<file path="config.mk">
export PLATFORM = sky130hd
export DESIGN_NAME = idex_stage
export DESIGN_NICKNAME = d
export VERILOG_FILES = /design/src/rtl/pipe_pkg.sv /design/src/rtl/load_use_detect.sv /design/src/rtl/idex_stage.sv
export SDC_FILE = /design/constraint.sdc
export NUM_CORES = 1
export LEC_CHECK = 0
export ABC_AREA = 1
export ABC_CLOCK_PERIOD_IN_PS = 2000
export CAP_MARGIN = 20
export CORE_MARGIN = 2
export CORE_UTILIZATION = 27
export CTS_BUF_LIST = sky130_fd_sc_hd__clkbuf_4 sky130_fd_sc_hd__clkbuf_8 sky130_fd_sc_hd__clkbuf_16
export DETAILED_ROUTE_END_ITERATION = 8
export PLACE_DENSITY_LB_ADDON = 0.1
export SLEW_MARGIN = 20
export SYNTH_ARGS = -nofsm -noshare
export SYNTH_HDL_FRONTEND = slang
export SYNTH_SLANG_ARGS = --single-unit
</file>
<file path="constraint.sdc">
create_clock -name clk -period 2 [get_ports clk]
set_clock_uncertainty 0.2 [all_clocks]
set_input_delay 0.3 -clock clk [delete_from_list [all_inputs] [get_ports clk]]
set_output_delay 0.3 -clock clk [all_outputs]
set_load 0.005 [all_outputs]
</file>
<file path="src/rtl/pipe_pkg.sv">
// Shared widths, write-class encoding and the ID/EX bubble used by the pipeline stages.
package pipe_pkg;

    localparam int DATA_W = 16;
    localparam int REG_AW = 4;
    localparam int RW_W   = 3;

    localparam logic [RW_W-1:0] RW_NONE = 3'b000;

    typedef struct packed {
        logic [REG_AW-1:0] op1;
        logic [REG_AW-1:0] op2;
        logic [REG_AW-1:0] dest;
        logic [RW_W-1:0]   regWrite;
        logic              memRead;
        logic              memW;
        logic [DATA_W-1:0] a;
        logic [DATA_W-1:0] b;
        logic              valid;
    } idexBundle_t;

    localparam idexBundle_t IDEX_BUBBLE = '{
        op1:      '0,
        op2:      '0,
        dest:     '0,
        regWrite: RW_NONE,
        memRead:  1'b0,
        memW:     1'b0,
        a:        '0,
        b:        '0,
        valid:    1'b0
    };

endpackage

</file>
<file path="src/rtl/load_use_detect.sv">
// Combinational load-use hazard check between the load in ID/EX and the instruction in decode.
module load_use_detect
    import pipe_pkg::*;
(
    input  logic              idexValid,
    input  logic              idexMemRead,
    input  logic [REG_AW-1:0] idexDest,
    input  logic [REG_AW-1:0] idOP1,
    input  logic [REG_AW-1:0] idOP2,
    input  logic              idValid,
    output logic              hazard
);

    logic loadInFlight;
    logic srcMatch;

    // Register 0 is hardwired, so a load targeting it never produces a dependency.
    assign loadInFlight = idexValid && idexMemRead && (idexDest != '0);
    assign srcMatch     = (idexDest == idOP1) || (idexDest == idOP2);
    assign hazard       = loadInFlight && idValid && srcMatch;

endmodule

</file>
<file path="src/rtl/idex_stage.sv">
// ID/EX pipeline register with load-use bubble insertion, branch flush and memory-wait freeze.
// Optional IDEX_STALL_STATS_EN adds a saturating stallCount of load-use stalls.
module idex_stage
    import pipe_pkg::*;
(
    input  logic              clk,
    input  logic              rst,
    input  logic [REG_AW-1:0] idOP1,
    input  logic [REG_AW-1:0] idOP2,
    input  logic [REG_AW-1:0] idDest,
    input  logic [RW_W-1:0]   idregWrite,
    input  logic              idMemRead,
    input  logic              idMemW,
    input  logic [DATA_W-1:0] idA,
    input  logic [DATA_W-1:0] idB,
    input  logic              idValid,
    input  logic              flush,
    input  logic              memHold,
    output logic [REG_AW-1:0] idexOP1,
    output logic [REG_AW-1:0] idexOP2,
    output logic [REG_AW-1:0] idexDest,
    output logic [RW_W-1:0]   idexregWrite,
    output logic              idexMemRead,
    output logic              idexMemW,
    output logic [DATA_W-1:0] idexA,
    output logic [DATA_W-1:0] idexB,
    output logic              idexValid,
    output logic              stall
`ifdef IDEX_STALL_STATS_EN
    ,
    output logic [15:0]       stallCount
`endif
);

    idexBundle_t stageQ;
    idexBundle_t idBundle;
    logic        hazard;
    logic        loadUseStall;

    load_use_detect uDetect (
        .idexValid   (stageQ.valid),
        .idexMemRead (stageQ.memRead),
        .idexDest    (stageQ.dest),
        .idOP1       (idOP1),
        .idOP2       (idOP2),
        .idValid     (idValid),
        .hazard      (hazard)
    );

    assign idBundle = '{
        op1:      idOP1,
        op2:      idOP2,
        dest:     idDest,
        regWrite: idregWrite,
        memRead:  idMemRead,
        memW:     idMemW,
        a:        idA,
        b:        idB,
        valid:    idValid
    };

    // A flush squashes the decode slot anyway, so it must not also hold the front end.
    assign loadUseStall = !rst && !memHold && !flush && hazard;
    assign stall        = !rst && (memHold || loadUseStall);

    always_ff @(posedge clk) begin
        if (rst) begin
            stageQ <= IDEX_BUBBLE;
        end else if (memHold) begin
            stageQ <= stageQ;
        end else if (flush || hazard || !idValid) begin
            stageQ <= IDEX_BUBBLE;
        end else begin
            stageQ <= idBundle;
        end
    end

`ifdef IDEX_STALL_STATS_EN
    always_ff @(posedge clk) begin
        if (rst) begin
            stallCount <= '0;
        end else if (loadUseStall && (stallCount != 16'hFFFF)) begin
            stallCount <= stallCount + 16'd1;
        end
    end
`endif

    assign idexOP1      = stageQ.op1;
    assign idexOP2      = stageQ.op2;
    assign idexDest     = stageQ.dest;
    assign idexregWrite = stageQ.regWrite;
    assign idexMemRead  = stageQ.memRead;
    assign idexMemW     = stageQ.memW;
    assign idexA        = stageQ.a;
    assign idexB        = stageQ.b;
    assign idexValid    = stageQ.valid;

endmodule

</file>
==> impl_metrics.env <==
export IMPL_core_um2=7687
export IMPL_grt_use_total_pct=14.63
export IMPL_path_clk_slew_ns=0.09
export IMPL_io_buffers=104
export IMPL_finalSetupTns_ns=0
export IMPL_numClockSinks=50
export IMPL_reg2reg_to="idexDest[1]$_SDFFE_PP0N_"
export IMPL_htree_levels=2
export IMPL_rsz0062_at_grt="yes"
export IMPL_final_antenna_net_count=0
export IMPL_clk_latency_ns=0.30
export IMPL_drive_gt1_share_pct=17.88
export IMPL_worstPathArrival_ns=1.40
export IMPL_cts_path_max_buffers=2
export IMPL_synth_seq_area_share_pct=46.87
export IMPL_drtPass1Iterations=4
export IMPL_crit_path_end_kind="output port"
export IMPL_holdPathStages=3
export IMPL_tightest_slew_ns=0.5891
export IMPL_required_ns=1.50
export IMPL_drc=0
export IMPL_initial_utilization_pct=27.78
export IMPL_place_gp_congestion=0.7749
export IMPL_ff2ff_path_depth=9
export IMPL_pre_cts_slack_ns=-0.4722
export IMPL_cts_buffers=5
export IMPL_syn_area_um2=2136
export IMPL_final_area_um2=3565
export IMPL_drt_iter0_drc=101
export IMPL_met3_usage_pct=4.557
export IMPL_io_pins=105
export IMPL_setup_ws_ns=0.1018
export IMPL_criticalPathCategory="reg2out"
export IMPL_vias=2159
export IMPL_grt_pass1_wl_mm=10.21
export IMPL_fill_cells=772
export IMPL_hold_viol=0
export IMPL_whs_endpoint="idexOP2[2]$_SDFFE_PP0N_"
export IMPL_r2r_start="idexDest[3]$_SDFFE_PP0N_"
export IMPL_syn_inst=274
export IMPL_ys_ff_latch=50
export IMPL_yosys_warnings=0
export IMPL_period_share_pct=94.91
export IMPL_dpl_hpwl_mm=4.100
export IMPL_antenna_found_initial=0
export IMPL_maxCapViolCount=0
export IMPL_rrSetupSlack_ns=0.25
export IMPL_wl_per_cell_um=12.76
export IMPL_holdWs_ns=0.2372
export IMPL_wl_mm=6.229
export IMPL_postSynthAreaPerCell_um2=7.795
export IMPL_die_w_um=92.94
export IMPL_synth_nets=328
export IMPL_finalWorstPathRequiredPeriod_ns=1.898
export IMPL_powerDensity_nw_per_um2=618.4
export IMPL_cts_root_buf="clkbuf_8"
export IMPL_max_freq_mhz=526.8
export IMPL_cp_start_kind="flip-flop"
export IMPL_relSlewSlack_pct=60.73
export IMPL_grt_pass1_vias=2059
export IMPL_crit_fanout=4
export IMPL_max_vdd_ir_drop_mv=0.3351
export IMPL_cts_tree="built"
export IMPL_hold_class="in2reg"
export IMPL_viasPerCell=4.424
export IMPL_diodes=0
export IMPL_grt_overflow_total=0
export IMPL_die_h_um=92.94
export IMPL_p_total_mw=2.204
export IMPL_slew_violations=0
export IMPL_finalSetupViolCount=0
export IMPL_outcome="completed"
export IMPL_nNetsFinal=439
export IMPL_die_area_um2=8638
export IMPL_ctsHoldBuffers=0
export IMPL_area_growth_pct=66.90
export IMPL_busiest_layer="met2"
export IMPL_ys_types=19
export IMPL_worstHoldStart="idOP2[2]"
export IMPL_place_area_um2=3401
export IMPL_p_leak_nw=1.303
export IMPL_use_met1_pct=20.18
export IMPL_grt_use_met2_pct=22.34
export IMPL_num_rows=32
export IMPL_grt_max_degree=51
critical path, stage by stage, from the launching register on:
cell and delay [ns]:
dfxtp_4 0.38, inv_4 0.04, nand2_1 0.05, nand2_1 0.05
nor2_1 0.10, nand2_1 0.07, nand2_2 0.07, nand3b_1 0.08
a21oi_2 0.14, buf_2 0.12
flip-flops by register name, indices dropped and copies added, names as in the netlist:
register      count
idexA            16
idexB            16
idexDest          4
idexOP1           4
idexOP2           4
idexregWrite      3
idexMemRead       1
idexMemW          1
idexValid         1
how the worst max path moves through the flow:
stage,start,to,cells after the start
floorplan,idexDest[2]$_SDFFE_PP0N_,stall,8
CTS,idexDest[1]$_SDFFE_PP0N_,stall,9
finish,idexDest[1]$_SDFFE_PP0N_,stall,9
global route,idexDest[1]$_SDFFE_PP0N_,stall,9
global placement,idOP1[1],stall,10
detailed placement,idOP2[1],stall,10
what timing repair did:
action | CTS | global route
setup endpoints to repair | 1 | 1
buffers inserted | 1 | 0
gates resized for setup | 20 | 5
pin swaps | 1 | 5
power by group:
part / switching, mW / internal (mW)
clock: 0.343 / 0.534
combinational: 0.121 / 0.177
sequential: 0.0138 / 1.02
cells by family after synthesis:
logic type      after synthesis  synth area share (%)
simple gates                137                 31.75
flops                        50                 46.87
buf+inv                      35                 8.435
compound gates               52                 12.95
per-layer routing:
layer / vias to the layer above / wire length, um
met5: - / 0
met4: 0 / 40
met3: 4 / 415
met2: 66 / 2784
met1: 971 / 2989
li1: 1118 / -
synthesized netlist by cell type:
library cell	instances	area, um^2
a21oi_2	4	35.03
a31oi_1	1	6.260
inv_2	4	15.01
nand3_2	17	170.2
buf_6	5	56.30
nand3b_1	1	7.510
nand2_4	1	11.26
nor2_1	5	18.77
nand3_1	33	165.2
clkbuf_1	11	41.29
a21oi_1	47	235.2
buf_2	3	15.01
inv_1	9	33.78
nor2_2	1	6.260
nand2_1	78	292.8
nand2_2	1	6.260
buf_4	2	15.01
dfxtp_1	50	1001
buf_1	1	3.750
cell usage in the layout, fill, tap and decap left out, drive strengths merged, types with 6 or more instances in the layout:
| master | instances |
|---|---|
| clkdlybuf4s50 | 92 |
| nand2 | 80 |
| a21oi | 51 |
| dfxtp | 50 |
| nand3 | 50 |
| buf | 25 |
| inv | 13 |
| dlygate4sd2 | 9 |
| clkbuf | 6 |
| nor2 | 6 |
layout make-up:
| type | count | area (um^2) | share of cell area, % |
|---|---|---|---|
| clock buffer | 6 | 82.58 | 2.317 |
| clock inverter | 2 | 60.06 | 1.685 |
| inverter | 13 | 51.30 | 1.439 |
| multi-input combinational | 189 | 974.7 | 27.34 |
| sequential | 50 | 1013 | 28.43 |
| tap | 102 | 127.6 | 3.580 |
| timing repair buffer | 126 | 1255 | 35.21 |
metrics by stage:
stage | utilization (%) | cells
after floorplan | - | 274
after global placement | 44.24 | 479
after detailed placement | 44.24 | 479
after CTS | 46.24 | 488
after global routing | 46.37 | 488
final | 46.37 | 488
Power figures use the tool's default switching activity.
==> RTL edit 1 (config.mk and constraints unchanged) <==
The package constant `RW_W` goes from 3 to 2.
--- a/src/rtl/pipe_pkg.sv
+++ b/src/rtl/pipe_pkg.sv
@@ -5,3 +5,3 @@
     localparam int REG_AW = 4;
-    localparam int RW_W   = 3;
+    localparam int RW_W   = 2;
 
Interface: changed (resized idexregWrite and idregWrite); port bits go from 105 to 103. The function was not compared with the original's and may differ.
==> RTL edit 1 against the unedited design <==
Sequential cell count down 1; power down 15%; design area down 6.3%; synthesized area down 3.2%; routed wire length down 5.1%; global-route usage down 0.47 points; combinational power down 6%; worst setup slack worse by 0.044 ns; critical path type unchanged; largest cell class unchanged; highest routed layer unchanged.
==> RTL edit 1: results (changes against the unedited design) <==
Clock buf/inv share 0.0258 (-0.0142); switching power total 0.000461 W (-3.6%); non-clock buffering overhead in the final layout 0.346 (-0.00598); sequential fraction of the synthesis area 0.474 (+0.00563); Slowest cell on crit path dfxtp_2; Min-Delay Startpoint idOP1[3]; share of the final layout cell area in sequential cells 0.296 (+0.0116); number of global-route vias before repair 1975 (-4.1%); placer's final routability congestion estimate 0.719 (-7.3%); met2 usage 0.214 (-0.00958); logic gate share of total power 0.150 (+0.015); DPL Wire Length 4020 um (-1.8%); status finished clean; wl on met1 2840 um (-5.2%); number of distinct library cells after synthesis 19 (unchanged); wire length of the first global-routing pass 9650 um (-5.4%); worst reg2reg path depth 8 (-1); clock tree sinks 49 (-2.0%); fraction of area in multi-input gates 0.281 (+0.00710); net count after synthesis 323 (-1.5%); internal power 0.00141 W (-19%); buffer count excluding the clock tree in the final layout 120 (-4.8%); maximum vdd drop 0.236 mV (-30%); Routed met2 length 2590 um (-7.0%); total leakage power 1.20 nW (-8.0%); Port Buffers 102 (-1.9%); cts repair resizes 18 (-10%); pin count of the biggest net entering global routing 50 (-2.0%); Critical R2R Capture idexMemRead; Iter 0 DRT Violations 58 (-43%); met1 usage in global routing 0.193 (-0.00864); WL per Instance 12.4 um (-2.5%); layout multi-input combinational cell count 186 (-1.6%); # nets final 428 (-2.5%); met3 wire length 443 um (+6.7%); Critical Path AT 1.44 ns (+0.04 ns); register-to-register setup slack 0.33 ns (+0.08 ns); number of setup buffers added after CTS 3 (+2); layout cells sized above 1 0.162 (-0.0165); met3 GRT Util 0.0490 (+0.00340); # fillers 730 (-5.4%)
RTL edit 1: cell types whose count changed in the layout (fill, tap and decap cells not counted), moves of 2 or more:
| cell | delta |
|---|---|
| dfxtp_2 | +2 |
| clkinv_2 | +2 |
| bufinv_16 | -2 |
| a21oi_2 | +5 |
| dfxtp_4 | -2 |
| inv_1 | +2 |
| a21oi_1 | -6 |
| nand3_2 | -8 |
| buf_12 | -4 |
| nand3_1 | +7 |
RTL edit 1: cell families after synthesis:
| group | share of synthesized area |
|---|---|
| buf+inv | 0.0792 |
| simple gates | 0.304 |
| compound gates | 0.142 |
| flops | 0.474 |
RTL edit 1: stage by stage:
| stage | cell area (sq um) | setup WS (ns) | hold WS (ns) | cells | util |
|---|---|---|---|---|---|
| floorplan | 2070 | 0.457 | 0.243 | 270 | - |
| global placement | 3220 | -0.527 | 0.251 | 463 | 0.440 |
| detailed placement | 3220 | -0.508 | 0.249 | 463 | 0.440 |
| CTS | 3330 | 0.00833 | 0.215 | 474 | 0.454 |
| global route | 3340 | -0.109 | 0.238 | 475 | 0.456 |
| finish | 3340 | 0.0577 | 0.236 | 475 | 0.456 |
RTL edit 1: worst register-to-register path, stage by stage (launching register included):
cell and delay, ns:
dfxtp_4 0.37, buf_4 0.13, nor2_1 0.12, a31oi_2 0.10
buf_4 0.14, nand2_2 0.10, buf_12 0.20, nand3_1 0.11
a21oi_1 0.13
RTL edit 1: worst max-delay path by stage:
stage                           start        end  depth (start not counted)
after floorplan           idexDest[2]  idexB[10]                         11
after global placement       idOP2[1]      stall                         10
after detailed placement     idOP1[1]      stall                         10
after CTS                 idexDest[0]      stall                          9
after global routing      idexDest[3]      stall                          9
final                     idexDest[1]      stall                          9
==> RTL edit 2 (same settings) <==
Made on the original files. Add a define of `IDEX_STALL_STATS_EN`.
--- a/src/rtl/idex_stage.sv
+++ b/src/rtl/idex_stage.sv
@@ -2,2 +2,4 @@
 // Optional IDEX_STALL_STATS_EN adds a saturating stallCount of load-use stalls.
+`define IDEX_STALL_STATS_EN
+
 module idex_stage
Formal check against the unedited RTL (old outputs only; new: stallCount): equivalent (Yosys induction, for registers that start in step).
==> RTL edit 2 against the unedited design <==
Sequential share of layout area shrank 0.33 points; routed wire length increased by 38%; worst setup slack worse by 0.035 ns; combinational power down 5%; design area is 33% higher; highest routed layer unchanged; sequential cell count up 16; power up 27%; synthesized area is 36% higher.
==> RTL edit 2: results (changes against the unedited design) <==
overall routed net length 8590 um (+38%); # nets final 598 (+36%); cts repair resizes 8 (-60%); status finished clean; # fillers 1065 (+38%); met3 wire length 542 um (+31%); post-synthesis adder-cell area fraction 0.00432 (+0.00432); met2 usage 0.238 (+0.0142); synthesized netlist cell count 394 (+44%); XOR/XNOR share of the synthesized area 0.0363 (+0.0363); placer's final routability congestion estimate 0.829 (+7.0%); largest stage delay on the critical path 0.48 ns (+0.10 ns); Routed met2 length 3850 um (+38%); number of global-route vias before repair 2842 (+38%); net count after synthesis 449 (+37%); maximum vdd drop 0.359 mV (+7.1%); Slowest cell on crit path clkdlybuf4s50_1; internal power 0.00213 W (+23%); CTS buffer count 9 (+4); family with the most delay on the worst path buffers and inverters; FF+latch area 1340 sq um (+32%); wl on met1 4110 um (+37%); Iter 0 DRT Violations 128 (+27%); layout cells sized above 1 0.161 (-0.0182); CP max FO 2 (-2); pin count of the biggest net entering global routing 33 (-35%); instance area at placement 4480 sq um (+32%); Rel. slew slack 0.813 (+0.206); met3 GRT Util 0.0484 (+0.00286); most used standard cells in the synthesized netlist 157 x nand2_1, 66 x dfxtp_1, 49 x nand3_1, 21 x nor2_1, 18 x inv_1; post-placement worst setup slack -0.384 ns (+0.0886 ns); met1 usage in global routing 0.190 (-0.0115); total leakage power 2.01 nW (+54%); combinational cell power 0.000283 W (-5%); number of setup buffers added after CTS 0 (-1); DPL Wire Length 6190 um (+51%); total global routing track utilization 0.149 (+0.00312); reported clock group power 0.00117 W (+33%); WL per Instance 12.6 um (-1.7%); sequential fraction of the synthesis area 0.456 (-0.0127); placed instance count 665 (+39%)
-- RTL edit 2: cell count changes after synthesis, sizes merged, moves of 5 or more --
cell / unedited run / this run
a21oi: 51 / 14
clkbuf: 11 / 6
dfxtp: 50 / 66
inv: 13 / 23
nand2: 80 / 160
nand4: 0 / 6
nor2: 6 / 24
o21ai: 0 / 14
xnor2: 0 / 7
xor2: 0 / 5
-- RTL edit 2: final cells by class --
class | count | area share
clock inverters | 6 | 0.0137
clock buffers | 10 | 0.0289
multi-input cells | 288 | 0.294
well taps | 136 | 0.0358
inverters | 23 | 0.0187
repair buffers | 155 | 0.328
flip-flops and latches | 66 | 0.281
-- RTL edit 2: worst paths after layout --
check                   start          end  slack, ns  depth (start not counted)
setup / recovery     idOP2[1]        stall       0.07                         10
hold / removal       idOP1[2]   idexOP1[2]       0.08                          3
setup reg to reg  idexDest[3]  idexDest[0]       0.26                         11
hold reg to reg      idexB[2]     idexB[2]       0.25                          2
